File: config.mk
export PLATFORM = sky130hd
export DESIGN_NAME = truth_table_extractor
export DESIGN_NICKNAME = d
export VERILOG_FILES = /design/src/rtl/tt_pkg.sv /design/src/rtl/settle_timer.sv /design/src/rtl/truth_table_extractor.sv
export SDC_FILE = /design/constraint.sdc
export NUM_CORES = 1
export LEC_CHECK = 0
export CAP_MARGIN = 0
export CORE_MARGIN = 2
export CORE_UTILIZATION = 60
export CTS_BUF_LIST = sky130_fd_sc_hd__clkbuf_16
export DETAILED_ROUTE_END_ITERATION = 7
export DONT_BUFFER_PORTS = 1
export PLACE_DENSITY = 0.86
export SYNTH_ARGS = -nofsm -noshare
export SYNTH_HDL_FRONTEND = slang
export SYNTH_SLANG_ARGS = --single-unit
File: constraint.sdc
create_clock -name clk -period 2.5 [get_ports clk]
set_input_delay 0.5 -clock clk [delete_from_list [all_inputs] [get_ports clk]]
set_output_delay 0.5 -clock clk [all_outputs]
set_load 0.01 [all_outputs]
File: src/rtl/tt_pkg.sv
// Shared types and sizing for the truth-table extractor.
package tt_pkg;

  localparam int unsigned N_INPUTS = 4;
  localparam int unsigned N_ROWS   = 16;
  localparam int unsigned CNT_W    = 5;

  typedef enum logic [1:0] {
    IDLE,
    DRIVE,
    SAMPLE,
    FINISH
  } state_e;

endpackage

File: src/rtl/settle_timer.sv
// Loadable down-counter that times how long each input row is held before sampling.
// expired_o is high on the final settle cycle after a load.
module settle_timer #(
  parameter int unsigned SETTLE_CYCLES = 1
) (
  input  logic clk,
  input  logic rst_n,
  input  logic load_i,
  output logic expired_o
);

  localparam int unsigned W = $clog2(SETTLE_CYCLES + 1);

  logic [W-1:0] cnt_q, cnt_d;
  logic         expired_q, expired_d;

  // Count from SETTLE_CYCLES-1 down to zero and hold there.
  always_comb begin
    cnt_d = cnt_q;
    if (load_i) begin
      cnt_d = W'(SETTLE_CYCLES - 1);
    end else if (cnt_q != '0) begin
      cnt_d = cnt_q - W'(1);
    end
    expired_d = (cnt_d == '0);
  end

  always_ff @(posedge clk) begin
    if (!rst_n) begin
      cnt_q     <= '0;
      expired_q <= 1'b0;
    end else begin
      cnt_q     <= cnt_d;
      expired_q <= expired_d;
    end
  end

  assign expired_o = expired_q;

endmodule

File: src/rtl/truth_table_extractor.sv
// Sweeps a 4-input function through all 16 rows, samples s_in per row and
// reports truth table, maxterm mask and term counts.
module truth_table_extractor
  import tt_pkg::*;
#(
  parameter int unsigned SETTLE_CYCLES = 1
) (
  input  logic                clk,
  input  logic                rst_n,
  input  logic                start,
  input  logic                abort,
  input  logic                s_in,
  output logic                a,
  output logic                b,
  output logic                c,
  output logic                d,
  output logic                busy,
  output logic                done,
  output logic                result_valid,
  output logic [N_ROWS-1:0]   truth_table,
  output logic [N_ROWS-1:0]   maxterm_mask,
  output logic [CNT_W-1:0]    minterm_count,
  output logic [CNT_W-1:0]    maxterm_count,
  output logic                is_const
);

  localparam int unsigned ROW_W = N_INPUTS;

  state_e              state_q, state_d;
  logic [ROW_W-1:0]    row_q, row_d;
  logic [N_INPUTS-1:0] abcd_q, abcd_d;
  logic [N_ROWS-1:0]   tt_q, tt_d, mask_q, mask_d;
  logic [CNT_W-1:0]    minc_q, minc_d, maxc_q, maxc_d;
  logic                busy_q, busy_d, done_q, done_d;
  logic                rv_q, rv_d, const_q, const_d;
  logic                timer_load, expired;

  settle_timer #(
    .SETTLE_CYCLES(SETTLE_CYCLES)
  ) u_settle_timer (
    .clk      (clk),
    .rst_n    (rst_n),
    .load_i   (timer_load),
    .expired_o(expired)
  );

  // Sweep sequencing; abort takes priority over start and over sampling.
  always_comb begin
    state_d = state_q;
    row_d   = row_q;
    abcd_d  = abcd_q;
    tt_d    = tt_q;
    minc_d  = minc_q;
    rv_d    = rv_q;

    case (state_q)
      IDLE: begin
        if (abort) begin
          rv_d = 1'b0;
        end else if (start) begin
          state_d = DRIVE;
          row_d   = '0;
          tt_d    = '0;
          minc_d  = '0;
          rv_d    = 1'b0;
        end
      end
      DRIVE: begin
        if (abort) begin
          state_d = IDLE;
        end else if (expired) begin
          state_d = SAMPLE;
        end
      end
      SAMPLE: begin
        if (abort) begin
          state_d = IDLE;
        end else begin
          tt_d[row_q] = s_in;
          minc_d      = minc_q + CNT_W'(s_in);
          if (row_q == ROW_W'(N_ROWS - 1)) begin
            state_d = FINISH;
            rv_d    = 1'b1;
          end else begin
            row_d   = row_q + ROW_W'(1);
            state_d = DRIVE;
          end
        end
      end
      FINISH: begin
        state_d = IDLE;
      end
      default: begin
        state_d = IDLE;
      end
    endcase

    if (state_d == DRIVE) begin
      abcd_d = row_d;
    end

    timer_load = (state_d == DRIVE) && (state_q != DRIVE);
    busy_d     = (state_d == DRIVE) || (state_d == SAMPLE);
    done_d     = (state_d == FINISH);
    mask_d     = ~tt_d;
    maxc_d     = CNT_W'(N_ROWS) - minc_d;
    const_d    = rv_d && ((minc_d == '0) || (minc_d == CNT_W'(N_ROWS)));
  end

  always_ff @(posedge clk) begin
    if (!rst_n) begin
      state_q <= IDLE;
      row_q   <= '0;
      abcd_q  <= '0;
      tt_q    <= '0;
      mask_q  <= '1;
      minc_q  <= '0;
      maxc_q  <= CNT_W'(N_ROWS);
      busy_q  <= 1'b0;
      done_q  <= 1'b0;
      rv_q    <= 1'b0;
      const_q <= 1'b0;
    end else begin
      state_q <= state_d;
      row_q   <= row_d;
      abcd_q  <= abcd_d;
      tt_q    <= tt_d;
      mask_q  <= mask_d;
      minc_q  <= minc_d;
      maxc_q  <= maxc_d;
      busy_q  <= busy_d;
      done_q  <= done_d;
      rv_q    <= rv_d;
      const_q <= const_d;
    end
  end

  assign {a, b, c, d}   = abcd_q;
  assign busy           = busy_q;
  assign done           = done_q;
  assign result_valid   = rv_q;
  assign truth_table    = tt_q;
  assign maxterm_mask   = mask_q;
  assign minterm_count  = minc_q;
  assign maxterm_count  = maxc_q;
  assign is_const       = const_q;

endmodule

==> impl_results.md <==
- Unique masters post-synth: 43
- Starting Density: 63.3%
- Placer Congestion: 0.840
- Pint: 1280 µW
- ANT cells: 0
- Initial antenna violation count: 0
- CTS resizes: 0
- Final Hold Viols: 0
- Area grow syn2layout: 5.68%
- I/O pin count: 55
- Core area: 3690 µm²
- Syn_area_per_cell: 9.12 µm²
- Final setup vio count: 0
- Average wire per standard cell: 15.2 µm
- Area of the mapped netlist: 2330 µm²
- Input/output buffers: 0
- TritonRoute pass-1 iters: 4
- GRT Overall Usage: 22.4%
- Status: finished clean
- Highest Clock Rate: 453 MHz
- Final Non-Filler Cells: 299
- Drt drc: 0
- Slew @ Worst Pin: 0.699 ns
- Dpl cells: 291
- CTS Buf Count: 5
- Final period utilization: 88.3%
- Root Driver: clkbuf_16
- Count of pins over their slew limit: 0
- Vias in the first global route: 1633
- Row count: 22
- Clk pwr share: 41.1%
- Postcts setup bufs: 0
- Post-DP HPWL: 3220 µm
- CP max FO: 4
- Full die area: 4410 µm²
- Overall power: 1610 µW
- CTS max path bufs: 2
- Via/cell ratio: 5.68
- Net Sw Frac: 20.7%
- ANT nets after route: 0
- Met2 WL: 2240 µm
- Setup CP Type: flop to flop
- Most used DFF post-synth: dfxtp_1
- Die width: 66.4 µm
- Met3 wire len: 345 µm
- Post-synth EDFFs: 0
- Via count: 1699
- CP arrival: 2.40 ns
- Asr flop ratio synth: 0%
- Worst slew margin: 53.2%
- Fin crit period: 2.21 ns
- Mapped Cells: 256
- Net Sw Power: 333 µW
- Register area share after synthesis: 48.0%
- Pre-CTS setup slack: 0.303 ns
- Hold-fix buffers, CTS: 0
- Nets: 266
- Combinational Power Share: 2.7%
- RSZ-0062 raised after global routing: no
- Metal-1 WL: 1840 µm
- Worst hold margin: 0.232 ns
- CTS sink count: 56
- Clock latency at the later pin of the worst-skew pair: 0.29 ns
- Setup ws final: 0.293 ns
- Setup TNS: 0 ns
- First-pass GRT wire length: 7370 µm
- CTS tree: built
- CP Launch Type: flop
- Die height: 66.4 µm
- Largest net degree at the start of global routing: 40
- Pwr dens: 654 nW/µm²
- Top Metal Used: met4
- Hold Path Class: input pin to flop
- Congestion Overflow GR: 0
- Worst vdd ir: 0.329 mV
- LEAKAGE: 0.000977 µW
- Ratio of cells with drive above 1 in the final layout: 7.97%
- Ys Warns: 0
- Clk_skew: 0.00457 ns
- Max-cap violations: 0
- Syn Nets: 272
- CTS clk-pin slew, worst paths: 0.07 ns
- CTS H-tree lvls: 2
- Critical path capture point type: flop
- Layout fillers: 307
- WP data required: 2.69 ns
- Starting DRT DRC Count: 91
- Part of the power in registers: 56.2%
- Number of synthesized register bits: 56
- Total Wirelength: 4530 µm
[placed cells by master (no fill, tap or decap), types with 5 or more instances in the layout]
cell type  count
dfxtp_1       56
o21ai_0       33
nand2_1       24
and2_1        19
nor2_1        18
a31oi_1       15
inv_1         12
ha_1          11
a21oi_1        5
nand3_1        5
clkbuf_16      5
[Yosys cell counts (all sizes together) (3+ instances only)]
cell | n | area share [%]
nor2 | 18 | 2.9
mux2i | 5 | 2.3
and3 | 3 | 0.80
a31oi | 15 | 4.0
nand2 | 25 | 4.1
a21oi | 5 | 1.1
inv | 12 | 1.9
o21ai | 33 | 7.1
clkbuf | 9 | 1.4
nand3 | 5 | 1.1
and2 | 20 | 5.5
dfxtp | 56 | 48
ha | 11 | 5.9
a22o | 3 | 1.1
nor3 | 3 | 0.64
buf | 6 | 2.0
[registers in the layout, summed over array words and instances, names as in the netlist]
register                  count
abcd_q                        4
busy                          1
done                          1
is_const                      1
maxterm_count                 4
maxterm_mask                 16
minterm_count                 5
result_valid                  1
row_q                         4
state_q                       2
truth_table                  16
u_settle_timer.expired_o      1
[worst paths after layout]
kind	start	end	slack, ns	cells past startpoint
min reg2reg	truth_table[13]	truth_table[13]	0.55	2
max reg2reg	minterm_count[0]	is_const	0.29	8
min	rst_n	u_settle_timer.expired_o	0.23	0
max	minterm_count[0]	is_const	0.29	8
[through the flow]
step	util (%)	area [µm²]
floorplan	-	2330
global placement	63.1	2330
detailed placement	63.1	2330
CTS	66.9	2470
global route	66.9	2470
finish	66.9	2470
[cell families (layout without fill, tap and decap cells)]
group,count (synthesis),after routing,share of synthesized area (%)
AND/OR/NAND/NOR,89,89,20.6
XOR/XNOR,1,1,0.375
buffers and inverters,27,22,5.41
flip-flops,56,56,48.0
multiplexers,6,6,2.95
adder cells (fa/ha/maj),11,11,5.89
AO/OA/AOI/OAI,66,66,16.7
[cell type report]
type                    instances  area (µm²)  share of cell area (%)
flip-flops and latches         56        1120                    45.4
multi-input cells             173        1090                    44.1
clock buffers                   5         125                    5.07
well taps                      48        60.1                    2.43
inverters                      12        45.0                    1.83
repair buffers                  2        15.0                   0.609
clock inverters                 3        13.8                   0.558
[worst max-delay path, stage by stage, from the launching register on]
cell and delay (ns):
dfxtp_1 0.48, ha_1 0.24, ha_1 0.18, or4b_1 0.43
o21ai_0 0.09, a22o_1 0.22, nor3_1 0.10, ha_1 0.19
o21a_1 0.18
[power by group through the flow]
stage / clock (µW) / combinational, µW / sequential (µW)
3_3_place_gp: 0 / 42.2 / 927
3_5_place_dp: 0 / 43.3 / 927
5_1_grt: 705 / 49.3 / 908
2_1_floorplan: 0 / 47.4 / 924
6_report: 663 / 43.2 / 907
4_1_cts: 676 / 43.9 / 907
[routing by layer]
| layer | GRT usage [%] | up-vias |
|---|---|---|
| li1 | - | 867 |
| met3 | 10.1 | 9 |
| met5 | 0 | - |
| met2 | 39.1 | 46 |
| met4 | 9.69 | 0 |
| met1 | 23.0 | 777 |
Note: power is estimated with default switching activity, not from simulation.
